===== src/rtl/uart_tx_fifo.sv =====
// 8N1 UART transmitter fed by a power-of-two byte FIFO over a valid/ready port.
// Optional build macro UART_TX_CRLF_EN: each popped LF is sent as a CR frame then an LF frame.
module uart_tx_fifo #(
   parameter int unsigned CLK_FREQ   = 100000000,
   parameter int unsigned BAUD       = 115200,
   parameter int unsigned FIFO_DEPTH = 16
) (
   input  logic                        clk,
   input  logic                        rst_n,
   input  logic [7:0]                  tx_data,
   input  logic                        tx_valid,
   output logic                        tx_ready,
   output logic                        txd,
   output logic                        busy,
   output logic [$clog2(FIFO_DEPTH):0] fifo_count
);

   localparam int unsigned DIV = CLK_FREQ / BAUD;
   localparam int unsigned TW  = $clog2(DIV);
   localparam int unsigned AW  = $clog2(FIFO_DEPTH);
   localparam int unsigned CW  = AW + 1;
   localparam logic [TW-1:0] TMR_MAX = TW'(DIV - 1);

   typedef enum logic [1:0] {StIdle, StStart, StData, StStop} state_e;

   logic [7:0]    mem [FIFO_DEPTH];
   logic [AW-1:0] wr_ptr, rd_ptr;
   logic [CW-1:0] count;
   logic          push, pop, empty, full;
   logic [7:0]    head, load_byte;
   logic          expand_lf, lf_q, tick;

   state_e        state_q, state_d;
   logic [TW-1:0] tmr_q, tmr_d;
   logic [2:0]    idx_q, idx_d;
   logic [7:0]    shift_q, shift_d;
   logic          txd_q, txd_d;

   assign empty      = count == '0;
   assign full       = count == CW'(FIFO_DEPTH);
   assign tx_ready   = !full;
   assign push       = tx_valid && !full;
   assign head       = mem[rd_ptr];
   assign fifo_count = count;
   assign txd        = txd_q;
   assign tick       = tmr_q == '0;
   assign load_byte  = expand_lf ? 8'h0D : head;

   always_ff @(posedge clk or negedge rst_n) begin
      if (!rst_n) begin
         wr_ptr <= '0;
         rd_ptr <= '0;
         count  <= '0;
      end else begin
         if (push) wr_ptr <= wr_ptr + AW'(1);
         if (pop)  rd_ptr <= rd_ptr + AW'(1);
         count <= count + CW'(push) - CW'(pop);
      end
   end

   // Storage needs no reset: pointer reset alone discards the contents.
   always_ff @(posedge clk) begin
      if (push) mem[wr_ptr] <= tx_data;
   end

`ifdef UART_TX_CRLF_EN
   logic lf_d;

   assign expand_lf = head == 8'h0A;

   // Holds the LF that still has to follow the CR frame substituted for it.
   always_comb begin
      lf_d = lf_q;
      if (pop) begin
         lf_d = expand_lf;
      end else if (state_q == StStop && tick) begin
         lf_d = 1'b0;
      end
   end

   always_ff @(posedge clk or negedge rst_n) begin
      if (!rst_n) lf_q <= 1'b0;
      else        lf_q <= lf_d;
   end
`else
   assign expand_lf = 1'b0;
   assign lf_q      = 1'b0;
`endif

   always_ff @(posedge clk or negedge rst_n) begin
      if (!rst_n) begin
         state_q <= StIdle;
         tmr_q   <= '0;
         idx_q   <= '0;
         shift_q <= '0;
         txd_q   <= 1'b1;
      end else begin
         state_q <= state_d;
         tmr_q   <= tmr_d;
         idx_q   <= idx_d;
         shift_q <= shift_d;
         txd_q   <= txd_d;
      end
   end

   always_comb begin
      state_d = state_q;
      tmr_d   = tmr_q;
      idx_d   = idx_q;
      shift_d = shift_q;
      txd_d   = txd_q;
      case (state_q)
         StIdle: begin
            if (!empty) begin
               state_d = StStart;
               tmr_d   = TMR_MAX;
               shift_d = load_byte;
               txd_d   = 1'b0;
            end
         end
         StStart: begin
            if (tick) begin
               state_d = StData;
               tmr_d   = TMR_MAX;
               idx_d   = '0;
               txd_d   = shift_q[0];
            end else begin
               tmr_d = tmr_q - TW'(1);
            end
         end
         StData: begin
            if (tick) begin
               tmr_d = TMR_MAX;
               if (idx_q == 3'd7) begin
                  state_d = StStop;
                  txd_d   = 1'b1;
               end else begin
                  shift_d = {1'b0, shift_q[7:1]};
                  txd_d   = shift_q[1];
                  idx_d   = idx_q + 3'd1;
               end
            end else begin
               tmr_d = tmr_q - TW'(1);
            end
         end
         StStop: begin
            if (tick) begin
               if (lf_q || !empty) begin
                  state_d = StStart;
                  tmr_d   = TMR_MAX;
                  shift_d = lf_q ? 8'h0A : load_byte;
                  txd_d   = 1'b0;
               end else begin
                  state_d = StIdle;
               end
            end else begin
               tmr_d = tmr_q - TW'(1);
            end
         end
         default: state_d = StIdle;
      endcase
   end

   always_comb begin
      pop  = !empty && ((state_q == StIdle) || (state_q == StStop && tick && !lf_q));
      busy = (state_q != StIdle) || !empty;
   end

endmodule


===== config.mk =====
export PLATFORM = sky130hd
export DESIGN_NAME = uart_tx_fifo
export DESIGN_NICKNAME = d
export VERILOG_FILES = /design/src/rtl/uart_tx_fifo.sv
export SDC_FILE = /design/constraint.sdc
export NUM_CORES = 1
export LEC_CHECK = 0
export CORE_ASPECT_RATIO = 2
export CORE_MARGIN = 2
export CORE_UTILIZATION = 30
export CTS_CLUSTER_DIAMETER = 100
export DETAILED_ROUTE_END_ITERATION = 6
export PLACE_DENSITY = 0.54
export SLEW_MARGIN = 10
export SYNTH_ARGS = -nofsm -noshare
export SYNTH_HDL_FRONTEND = slang
export SYNTH_SLANG_ARGS = --single-unit

===== constraint.sdc =====
create_clock -name clk -period 2.8 [get_ports clk]
set_input_delay 0.84 -clock clk [delete_from_list [all_inputs] [get_ports clk]]
set_output_delay 0.84 -clock clk [all_outputs]
set_load 0.005 [all_outputs]

# Yosys cells after proc, flatten, opt, wreduce, memory -nomap -nowiden
# Memory sizes are Yosys's and may differ from the RTL's.
# Index checks and enable logic that the tools add are counted.
# W data, S select, Z words.
op_classes:
  addsub: 6
  multipliers: 0
  n_div: 0
  order_cmp: 0
  n_eq_ne: 11
  n_shift: 0
  mux: 28
  bitwise: 0
  n_reduce_logical: 18
ops:
  columns: ["op", "count"]
  rows:
  - ["$mux W8", 4]
  - ["$mux W10", 3]
  - ["$pmux W10 S3", 1]
  - ["$pmux W8 S3", 1]
  - ["$ne A2 B2 Y1 const B", 6]
  - ["$logic_not A10 Y1", 1]
  - ["$mux W2", 5]
  - ["$sub A10 B1 Y10 const B", 1]
  - ["$mux W3", 3]
  - ["$add A4 B1 Y4 const B", 2]
  - ["$mux W1", 8]
  - ["$pmux W2 S4", 1]
  - ["$reduce_and A4 Y1", 2]
  - ["$pmux W3 S2", 1]
  - ["$add A5 B1 Y5", 1]
  - ["$eq A5 B5 Y1 const B", 1]
  - ["$logic_not A5 Y1", 1]
  - ["$reduce_and A5 Y1", 1]
  - ["$sub A5 B1 Y5", 1]
  - ["$eq A2 B2 Y1 const B", 2]
  - ["$pmux W1 S4", 1]
  - ["$reduce_bool A2 Y1", 2]
  - ["$add A3 B1 Y3 const B", 1]
  - ["$eq A3 B3 Y1 const B", 1]
  - ["other kinds (8)", 12]
word_totals:
  ff_bits: 37
  latch_bits: 0
  ram_bits: 128
  rom_bits: 0
  inputBits: 11
  wordCells: 72
  memories: 1
mem_list:
  columns: ["name", "words", "width", "read_ports", "rd_ports_with_merged_regs", "write_ports", "line_no", "source"]
  rows:
  - ["mem", 16, 8, 1, 0, 1, "26", "logic [7:0] mem [FIFO_DEPTH];"]

# Logic depth before layout (Yosys ltp)
depth:
  ltp_word: 5
  depth_mapped: 14
  depth_no_buf: 14

# Worst setup path after synthesis
# OpenSTA, ideal clock, no wires.
synth_path:
  path_type: "input to register"
  startpoint: "in tx_valid"
  endpoint: "reg count[4], in the netlist fifo_count[4]"
  t_arrival_ns: 2.628
  required_time_ns: 2.720
  setup_slack_ns: 0.093
  cell_stages: 11
  n_path_buf: 0
  path_cell_list: "a21boi_1 -> inv_1 -> ha_1 -> inv_1 -> ha_1 -> inv_1 -> fa_1 -> inv_1 -> a21oi_1 -> o21bai_1 -> xnor2_1"
synth_between:
  elab_chain_len: 3
synth_lines:
  columns: ["element", "line_no", "source"]
  rows:
  - ["from (decl)", "11", "input logic tx_valid,"]
  - ["$logic_and A1 B1 Y1", "42", "assign push = tx_valid && !full;"]
  - ["$add A5 B1 Y5", "57", "count <= count + CW'(push) - CW'(pop);"]
  - ["$sub A5 B1 Y5", "57", null]
  - ["to (signal assigned)", "57", null]
  - ["to (decl)", "28", "logic [CW-1:0] count;"]
# No other way between the ends.
# A chain may end at the register's enable or synchronous reset.

# Final worst setup path
layout_path:
  startpoint: "reg count[2], in the netlist fifo_count[2]"
  endpoint: "out tx_ready"
layout_between:
  elab_chain_len: 2
layout_lines:
  columns: ["element", "line_no", "source"]
  rows:
  - ["$eq A5 B5 Y1", "40", "assign full = count == CW'(FIFO_DEPTH);"]
  - ["$logic_not A1 Y1", "41", "assign tx_ready = !full;"]
  - ["to (decl)", "12", "output logic tx_ready,"]
# No other way between the ends.

==> impl_metrics.json <==
{
  "run_status": "finished clean",
  "drc": 0,
  "hold_class": "primary input to async pin",
  "start_util": 0.303,
  "cp.depth": 5,
  "vdd_drop_max_mv": 0.414,
  "finalHoldViolCount": 0,
  "cp_slowest_cell": "clkdlybuf4s50_1",
  "cp-startpoint": "fifo_count[2]",
  "clkTransAtPathRegs_ps": 60,
  "cts_tree": "built",
  "nets": 531,
  "synth_seq_cells": 165,
  "grt_pass1_vias": 4426,
  "synth-edff-count": 128,
  "yosysWarnings": 0,
  "synth_top_cell_by_area": "edfxtp_1",
  "grt_usage": 0.133,
  "netlist.area_leader.share": 0.535,
  "yosysSeqAreaShare": 0.664,
  "dp_hpwl_um": 11400,
  "antennaDiodeCount": 0,
  "criticalPathCategory": "flop to primary output",
  "synthToLayoutAreaGrowth_pct": 18.9,
  "cts_made_buffers": 17,
  "finalSetupViolations": 0,
  "slowest_delay_ps": 450,
  "drt_iter0_drc": 392,
  "reg2reg_slack_ps": 190,
  "worst_slack_ps": 136,
  "synthMuxAreaShare": 0.109,
  "async_flop_share": 0.224,
  "yosys-top-cells-area": "edfxtp_1 (54%), dfrtp_1 (13%), mux4_2 (10%), ha_1 (3.5%), a22oi_1 (1.9%)",
  "clkSinkCount": 165,
  "regArea_um2": 4770,
  "path_max_fanout": 3,
  "maxSlewViolCount": 0,
  "vias_per_cell": 5.01,
  "min_period_ps": 2660,
  "r2r.worst_path.cells": 12,
  "vias": 4005,
  "synth_commonest_cells": "edfxtp_1 (128), dfrtp_1 (36), mux4_2 (32)",
  "dieArea_um2": 25300,
  "first_pass_iters": 6,
  "synth_top_family_by_area": "multiplexers",
  "dp_slack_ps": -170,
  "crit_path_end_kind": "primary output",
  "synthesis.nets": 480,
  "core_area_um2": 23700,
  "ys.flop_type": "edfxtp_1",
  "synth_area_um2": 7180,
  "antenna_found_initial": 0,
  "multi_input_area_um2": 2250,
  "die_h_um": 223,
  "clock_latency_ps": 430,
  "drv_cap": 0,
  "finalCritPeriodShare": 0.951,
  "startpoint_type": "flop",
  "synth_most_common_cell": "edfxtp_1",
  "avgSynthCellArea_um2": 16.0,
  "io_pins": 19,
  "max_freq_mhz": 375,
  "crit_buf_inv": 2,
  "row_count": 80,
  "synth-simple-area-share": 0.0577,
  "grt_max_degree": 35,
  "power.density_nw_per_um2": 740,
  "synthAdderAreaFrac": 0.0376,
  "drive_gt1_frac": 0.230,
  "h-tree-depth": 4,
  "grt_pass1_wl_um": 25000,
  "power.leakage_uw": 0.00309,
  "postRouteAntennaNets": 0,
  "nFillCells": 2171,
  "worstMarginPinSlew_ps": 712,
  "die_w_um": 113,
  "io_buffers": 18,
  "rsz0062_at_grt": "false",
  "synthXorXnorAreaFrac": 0.0146,
  "cp.arrival_ps": 1820,
  "maxSlewHeadroom": 0.525,
  "reg2reg_to": "fifo_count[4]",
  "synth-compound-area-share": 0.0913,
  "crit_chain": "inv_2 > ha_4 > nor3b_1 > nand2_1 > clkdlybuf4s50_1",
  "final.setup_skew_ps": 12.0,
  "routed_wl_um": 15800,
  "wl_per_cell_um": 19.7,
  "place.gp.congestion": 0.848,
  "rr_startpoint": "tmr_q[2]",
  "postLayoutCoreUtil": 0.360,
  "grt_overflow": 0,
  "crit_required_ps": 1960,
  "cts_buffer_depth": 2,
  "ys_types": 54,
  "root_buffer": "clkbuf_16",
  "syn_inst": 448,
  "path_delay_family": "buffers and inverters",
  "critPathCapture": "tx_ready"
}
[sequential cells by signal (all words and copies together) (netlist names)]
name and count:
txd 1, idx_q 3, fifo_count 5, tmr_q 10, state_q 2, shift_q 8, wr_ptr 4, rd_ptr 4
mem 128
[layer usage]
| metal | vias to the layer above | GRT usage | wire, um | share of wire |
|---|---|---|---|---|
| met3 | 31 | 0.0254 | 325 | 0.021 |
| met1 | 2038 | 0.127 | 5420 | 0.34 |
| li1 | 1864 | - | - | - |
| met4 | 0 | 0.0673 | 547 | 0.035 |
| met2 | 72 | 0.262 | 9490 | 0.60 |
| met5 | - | 0 | 0 | 0 |
[layout make-up]
type | count | share of cell area
clock buffers | 18 | 0.0503
well taps | 287 | 0.0421
repair buffers | 57 | 0.0585
clock inverters | 14 | 0.0198
flip-flops and latches | 165 | 0.559
multi-input cells | 241 | 0.263
inverters | 17 | 0.00747
[worst min-delay path by stage]
| stage | to | from | depth (start not counted) | slack (ps) |
|---|---|---|---|---|
| after floorplan | idx_q[1] | idx_q[1] | 1 | 480 |
| after global placement | txd | txd | 2 | 490 |
| after detailed placement | txd | txd | 2 | 500 |
| after CTS | rd_ptr[2] | rst_n | 1 | 480 |
| after global routing | state_q[0] | rst_n | 1 | 520 |
| final | rd_ptr[2] | rst_n | 1 | 470 |
[cells by family (layout without fill, tap and decap cells)]
group           after synthesis  in the layout
compound gates               91             91
xor+xnor                     12             12
fa+ha+maj                    21             21
buf+inv                      42            106
flops                       165            165
mux                          37             37
simple gates                 80             80
[repair_timing]
item	4_1_cts	5_1_grt
buffers inserted	4	4
endpoints found under the setup margin	2	2
resized for setup	6	1
pin swaps	1	0
cloned	0	0
hold buffers	0	0
[cell usage in the layout (no fill, tap or decap), types with 4 or more instances in the layout]
| cell | instances |
|---|---|
| mux4_2 | 32 |
| a31oi_1 | 15 |
| edfxtp_1 | 128 |
| a21o_1 | 10 |
| dfrtp_1 | 35 |
| a211oi_1 | 8 |
| nand3_1 | 4 |
| a22oi_1 | 18 |
| xor2_1 | 6 |
| ha_1 | 19 |
| a41oi_1 | 4 |
| clkbuf_16 | 17 |
| inv_1 | 15 |
| buf_4 | 36 |
| inv_6 | 4 |
| nand2_1 | 18 |
| a21oi_1 | 9 |
| nand2b_1 | 6 |
| a22o_1 | 4 |
| clkdlybuf4s50_1 | 16 |
| xnor2_1 | 6 |
| o21ai_0 | 6 |
| nor3_1 | 10 |
| nor2_1 | 24 |
[through the flow]
| stage | TNS (ps) | std cells | hold WS (ps) | cell area, um^2 | total power (uW) |
|---|---|---|---|---|---|
| 2_1_floorplan | 0 | 448 | 477 | 7180 | 3560 |
| 3_3_place_gp | -203 | 759 | 495 | 7850 | 3890 |
| 3_5_place_dp | -238 | 759 | 498 | 7850 | 3940 |
| 4_1_cts | 0 | 795 | 484 | 8510 | 6360 |
| 5_1_grt | 0 | 799 | 521 | 8540 | 6630 |
| 6_report | 0 | 799 | 473 | 8540 | 6320 |
[power by group]
part / internal (uW) / switching [uW]
registers: 2910 / 153
logic: 453 / 472
clock network: 1340 / 994
Note: power is estimated with default switching activity, not from simulation.
